--- config.mk ---
export PLATFORM = sky130hd
export DESIGN_NAME = sequence_insert_ctrl
export DESIGN_NICKNAME = d
export VERILOG_FILES = /design/src/rtl/sequence_insert_ctrl.sv
export SDC_FILE = /design/constraint.sdc
export NUM_CORES = 1
export LEC_CHECK = 0
export BUFFER_PORTS_ARGS = -buffer_cell sky130_fd_sc_hd__buf_4
export CELL_PAD_IN_SITES_DETAIL_PLACEMENT = 1
export CELL_PAD_IN_SITES_GLOBAL_PLACEMENT = 1
export CORE_ASPECT_RATIO = 1.1
export CORE_UTILIZATION = 35
export DETAILED_ROUTE_END_ITERATION = 6
export GPL_TIMING_DRIVEN = 0
export PLACE_DENSITY_LB_ADDON = 0.1
export SKIP_CTS_REPAIR_TIMING = 1
export SLEW_MARGIN = 20
export SYNTH_ARGS = -nofsm -noshare
export SYNTH_HDL_FRONTEND = slang
export SYNTH_SLANG_ARGS = --single-unit
--- constraint.sdc ---
create_clock -name clock -period 4.3 [get_ports clock]
set_input_delay 0.86 -clock clock [delete_from_list [all_inputs] [get_ports clock]]
set_output_delay 0.86 -clock clock [all_outputs]
set_load 0.005 [all_outputs]
--- src/rtl/sequence_insert_ctrl.sv ---
// Test-sequence insertion controller: counts lines after each field start and
// opens a generator window on one line. Optional macro SEQ_LFSR_ADVANCE_EN.
module sequence_insert_ctrl #(
  parameter int TARGET_LINE    = 10,
  parameter int ACTIVE_SAMPLES = 1440,
  parameter int LOAD_CYCLES    = 36,
  parameter int LINE_W         = 10
) (
  input  logic        clock,
  input  logic        rst_n,
  input  logic        field_start,
  input  logic        sav,
  input  logic        eav,
  input  logic [31:0] seq_in,
  input  logic        seq_in_valid,
  output logic        seq_in_ready,
  output logic [31:0] seq_word,
  output logic        gen_enable,
  output logic        gen_load,
  output logic        insert_sel,
  output logic        err_short
);

  localparam int WIN_W = $clog2(ACTIVE_SAMPLES + 1);
  localparam logic [WIN_W-1:0]  WIN_LAST    = WIN_W'(ACTIVE_SAMPLES);
  localparam logic [WIN_W-1:0]  LOAD_LAST   = WIN_W'(LOAD_CYCLES);
  localparam logic [LINE_W-1:0] TARGET      = LINE_W'(TARGET_LINE);
  localparam logic              LOAD_AT_SAV = (LOAD_CYCLES > 0);

  typedef enum logic [1:0] {IDLE, COUNT, INSERT, DONE} state_t;

  state_t            state_reg, state_next;
  logic [LINE_W-1:0] line_cnt_reg, line_cnt_next;
  logic [WIN_W-1:0]  win_cnt_reg, win_cnt_next;
  logic              enable_reg, enable_next;
  logic              load_reg, load_next;
  logic              err_reg, err_next;
  logic [31:0]       shadow_reg, shadow_next;
  logic              shadow_full_reg, shadow_full_next;
  logic [31:0]       seq_word_reg, seq_word_next;

`ifdef SEQ_LFSR_ADVANCE_EN
  // Right-shifting Galois form of x^32+x^22+x^2+x+1
  localparam logic [31:0] LFSR_TAPS = 32'h8020_0003;
  logic [31:0] lfsr_step;
  genvar gi;
  generate
    for (gi = 0; gi < 32; gi++) begin : g_lfsr
      if (gi == 31) begin : g_top
        assign lfsr_step[gi] = seq_word_reg[0] & LFSR_TAPS[gi];
      end else begin : g_mid
        assign lfsr_step[gi] = seq_word_reg[gi+1] ^ (seq_word_reg[0] & LFSR_TAPS[gi]);
      end
    end
  endgenerate
`endif

  always_ff @(posedge clock or negedge rst_n) begin
    if (!rst_n) begin
      state_reg       <= IDLE;
      line_cnt_reg    <= '0;
      win_cnt_reg     <= '0;
      enable_reg      <= 1'b0;
      load_reg        <= 1'b0;
      err_reg         <= 1'b0;
      shadow_reg      <= '0;
      shadow_full_reg <= 1'b0;
      seq_word_reg    <= 32'h0000_0000;
    end else begin
      state_reg       <= state_next;
      line_cnt_reg    <= line_cnt_next;
      win_cnt_reg     <= win_cnt_next;
      enable_reg      <= enable_next;
      load_reg        <= load_next;
      err_reg         <= err_next;
      shadow_reg      <= shadow_next;
      shadow_full_reg <= shadow_full_next;
      seq_word_reg    <= seq_word_next;
    end
  end

  always_comb begin
    state_next    = state_reg;
    line_cnt_next = line_cnt_reg;
    win_cnt_next  = win_cnt_reg;
    enable_next   = enable_reg;
    load_next     = load_reg;
    err_next      = err_reg;

    // field_start outranks everything, including a coincident eav
    if (field_start) begin
      state_next    = COUNT;
      line_cnt_next = '0;
      win_cnt_next  = '0;
      enable_next   = 1'b0;
      load_next     = 1'b0;
      err_next      = 1'b0;
    end else begin
      case (state_reg)
        COUNT: begin
          if (sav) begin
            if (!(&line_cnt_reg)) line_cnt_next = line_cnt_reg + 1'b1;
            if (line_cnt_reg == TARGET) begin
              state_next   = INSERT;
              enable_next  = 1'b1;
              load_next    = LOAD_AT_SAV;
              win_cnt_next = WIN_W'(1);
            end
          end
        end
        INSERT: begin
          if (eav) begin
            state_next  = DONE;
            enable_next = 1'b0;
            load_next   = 1'b0;
            err_next    = 1'b1;
          end else if (win_cnt_reg == WIN_LAST) begin
            state_next  = DONE;
            enable_next = 1'b0;
            load_next   = 1'b0;
          end else begin
            // win_cnt holds the 1-based index of the window cycle now showing
            win_cnt_next = win_cnt_reg + 1'b1;
            load_next    = (win_cnt_reg < LOAD_LAST);
          end
        end
        default: ;
      endcase
    end
  end

  always_comb begin
    shadow_next      = shadow_reg;
    shadow_full_next = shadow_full_reg;
    seq_word_next    = seq_word_reg;

    if (field_start && shadow_full_reg) begin
      seq_word_next    = shadow_reg;
      shadow_full_next = 1'b0;
    end else if (field_start) begin
`ifdef SEQ_LFSR_ADVANCE_EN
      seq_word_next = (seq_word_reg == 32'h0) ? 32'h0000_0001 : lfsr_step;
`else
      seq_word_next = seq_word_reg;
`endif
    end

    // Only accepted while empty, so never collides with a commit
    if (seq_in_valid && !shadow_full_reg) begin
      shadow_next      = seq_in;
      shadow_full_next = 1'b1;
    end
  end

  assign seq_in_ready = ~shadow_full_reg;
  assign seq_word     = seq_word_reg;
  assign gen_enable   = enable_reg;
  assign insert_sel   = enable_reg;
  assign gen_load     = load_reg;
  assign err_short    = err_reg;

endmodule

==> metrics.csv <==
metric;value;unit
outcome;complete, no violations;
FMAX;514.0;MHz
IO Count;75;
CORE AREA;10910;um^2
Detailed Route WL;8974;um
Final Hold Viols;0;
Routed Antenna Nets;0;
clk sinks;91;
Worst Path Arrival;2.18;ns
CTS tree;built;
Synth top area share;58.30;%
CTS Buf Count;9;
part of the cycle the worst path needs;45.25;%
CP Cell Sequence;inv_1, ha_1, nor4bb_1, a31oi_2, o2111ai_1, a221oi_1;
worst path bufs/invs;1;
Wirelength per Cell;16.68;um
total global routing track utilization;17.56;%
Pleak;2.176;nW
first-pass GRT wire length;15470;um
Syn-to-layout area delta;26.78;%
Rel. slew slack;42.31;%
Net Count, Synth;344;
overflow left after global routing;0;
crit start category;flop;
largest net degree at the start of global routing;92;
Worst-path clk slew;0.06;ns
maximum root-to-sink buffer count;2;
flop and latch count out of synthesis;91;
Die H;112.8;um
reg-to-reg endpoint;gen_load$_DFFE_PN0P_;
top cells by area, synth;dfrtp_1 (58%), mux2_2 (19%), nand2_1 (1.5%);
Layout Nets;429;
CP max-delay cell;dfrtp_1;
initial antenna violation count;0;
DIE WIDTH;102.7;um
RSZ-0062 raised after global routing;no;
Post-Syn Instances;302;
Clock Latency Late Sink;0.34;ns
mean post-synth cell area;12.93;um^2
sequential area share after synthesis;58.30;%
Placement Rows;40;
yosys warns;0;
Worst Tran Pin Value;0.8654;ns
setup TNS;0;ns
number of global-route vias before repair;3055;
H-tree depth;3;
reg2reg start;win_cnt_reg[0]$_DFFE_PN0P_;
post-synth cell types;52;
Vias;2706;
R2R Setup Slk;2.35;ns
First DRT Iteration DRCs;82;
gpl congestion;0.7737;
Setup violations, final;0;
PD cells;502.3;nW/um^2
DRT Pass-1 Iters;4;
DR vias/cell;5.030;
post-synthesis async set-or-reset flop share;100.0;%
VDD IR max;0.2027;mV
Max Transition Viols Final;0;
hold path start;err_short$_DFFE_PN0P_;
post-synth top area cell;dfrtp_1;
share of layout cells above drive strength 1;44.25;%
Hold/Removal Path Class;flop to flop;
Starting Density;35.80;%
Worst Path Required;4.53;ns
hold endpoint;err_short$_DFFE_PN0P_;
drt drc;0;
min Tclk post-route;1.946;ns
HPWL Detailed;6191;um
Hold WS;0.4981;ns
count leader, synth;dfrtp_1;
Top FF cell, synth;dfrtp_1;
Buffers on Ports;74;
Clock Root Buffer;clkbuf_16;
# diodes;0;
Setup CP Type;flop to flop;
CP max FO;8;
max_cap viols;0;
number of enable flip-flop cells after synthesis;0;
Final Skew;0.004067;ns
Synth Cell Area;3906;um^2
cells on worst reg2reg path;6;
CP Capture Type;flop;
CP delay by family, top;compound AO/OA/AOI/OAI gates;
commonest cells in the netlist;dfrtp_1 (91), mux2_2 (65), nand2_1 (16), nor2_1 (15), inv_1 (11);
die area;11590;um^2
max incr delay on CP;0.45;ns
depth of the worst hold-timing path;2;
[stage by stage]
stage | setup slack, ns | instance area (um^2) | util [%] | cells | total power, W
6_report | 2.354 | 4952 | 45.39 | 538 | 0.002487
4_1_cts | 2.340 | 4952 | 45.39 | 538 | 0.002537
3_5_place_dp | 2.098 | 4649 | 42.61 | 523 | 0.001723
2_1_floorplan | 2.377 | 3906 | - | 302 | 0.001397
3_3_place_gp | 2.082 | 4646 | 42.58 | 523 | 0.001695
5_1_grt | 2.183 | 4952 | 45.39 | 538 | 0.002638
[worst reg2reg max path, cell delays in order, from the launching register on]
cell and delay, ns:
dfrtp_1 0.45, inv_1 0.09, ha_1 0.21, nor4bb_1 0.14
a31oi_2 0.44, o2111ai_1 0.19, a221oi_1 0.32
[worst max path at each step]
| stage | from | slack [ns] | cells after the start | end |
|---|---|---|---|---|
| after floorplan | eav | 2.38 | 4 | win_cnt_reg[7]$_DFFE_PN0P_ |
| after global placement | field_start | 2.08 | 4 | shadow_full_reg$_DFFE_PN0P_ |
| final | win_cnt_reg[0]$_DFFE_PN0P_ | 2.35 | 6 | gen_load$_DFFE_PN0P_ |
| after global routing | win_cnt_reg[0]$_DFFE_PN0P_ | 2.18 | 6 | gen_load$_DFFE_PN0P_ |
| after CTS | win_cnt_reg[0]$_DFFE_PN0P_ | 2.34 | 6 | gen_load$_DFFE_PN0P_ |
| after detailed placement | seq_in_valid | 2.10 | 5 | shadow_reg[27]$_DFFE_PN0P_ |
[final cells by class]
class	count	area [um^2]
Clock buffer	11	252.7
Timing Repair Buffer	74	559.3
Buffer	12	58.81
Clock inverter	4	50.05
Inverter	12	45.04
Fill cell	1217	5958
Multi-Input combinational cell	187	1525
Sequential cell	91	2277
Tap cell	147	183.9
[metal layers]
metal	GRT usage (%)	routed length (um)
met4	8.000	167
met5	0	0
met2	28.58	4458
met3	5.003	526
met1	21.36	3822
[kinds of logic after synthesis]
family                   Yosys count  share of synthesized area (%)
multiplexers                      66                          18.99
AND/OR/NAND/NOR                   69                          10.09
flip-flops                        91                          58.30
adder cells (fa/ha/maj)            4                          1.281
XOR/XNOR                           3                         0.6728
AO/OA/AOI/OAI                     45                          8.008
buffers and inverters             24                          2.659
[report_power, final]
part | internal (W) | leakage, nW | switching [W]
registers | 0.00106 | 1.12 | 0.000101
clock network | 0.000478 | 0.144 | 0.000320
logic | 0.000346 | 0.916 | 0.000186
[layout by cell type (no fill, tap or decap), types with 2 or more instances in the layout]
| master | instances |
|---|---|
| a211oi_1 | 2 |
| a21o_1 | 2 |
| a21oi_1 | 7 |
| a22oi_1 | 5 |
| a31oi_1 | 6 |
| and3_1 | 2 |
| and3_2 | 2 |
| and3b_1 | 2 |
| buf_2 | 8 |
| buf_4 | 74 |
| clkbuf_1 | 3 |
| clkbuf_16 | 9 |
| clkbuf_8 | 2 |
| clkinvlp_4 | 2 |
| dfrtp_1 | 91 |
| ha_1 | 4 |
| inv_1 | 11 |
| mux2_2 | 65 |
| nand2_1 | 16 |
| nand2b_1 | 2 |
| nand3_1 | 4 |
| nand4_1 | 3 |
| nor2_1 | 15 |
| nor2b_1 | 3 |
| nor3_1 | 7 |
| nor4_1 | 2 |
| nor4bb_1 | 2 |
| o2111ai_1 | 2 |
| o21ai_0 | 5 |
| o22ai_1 | 4 |
| xor2_1 | 2 |
Power figures use the tool's default switching activity.
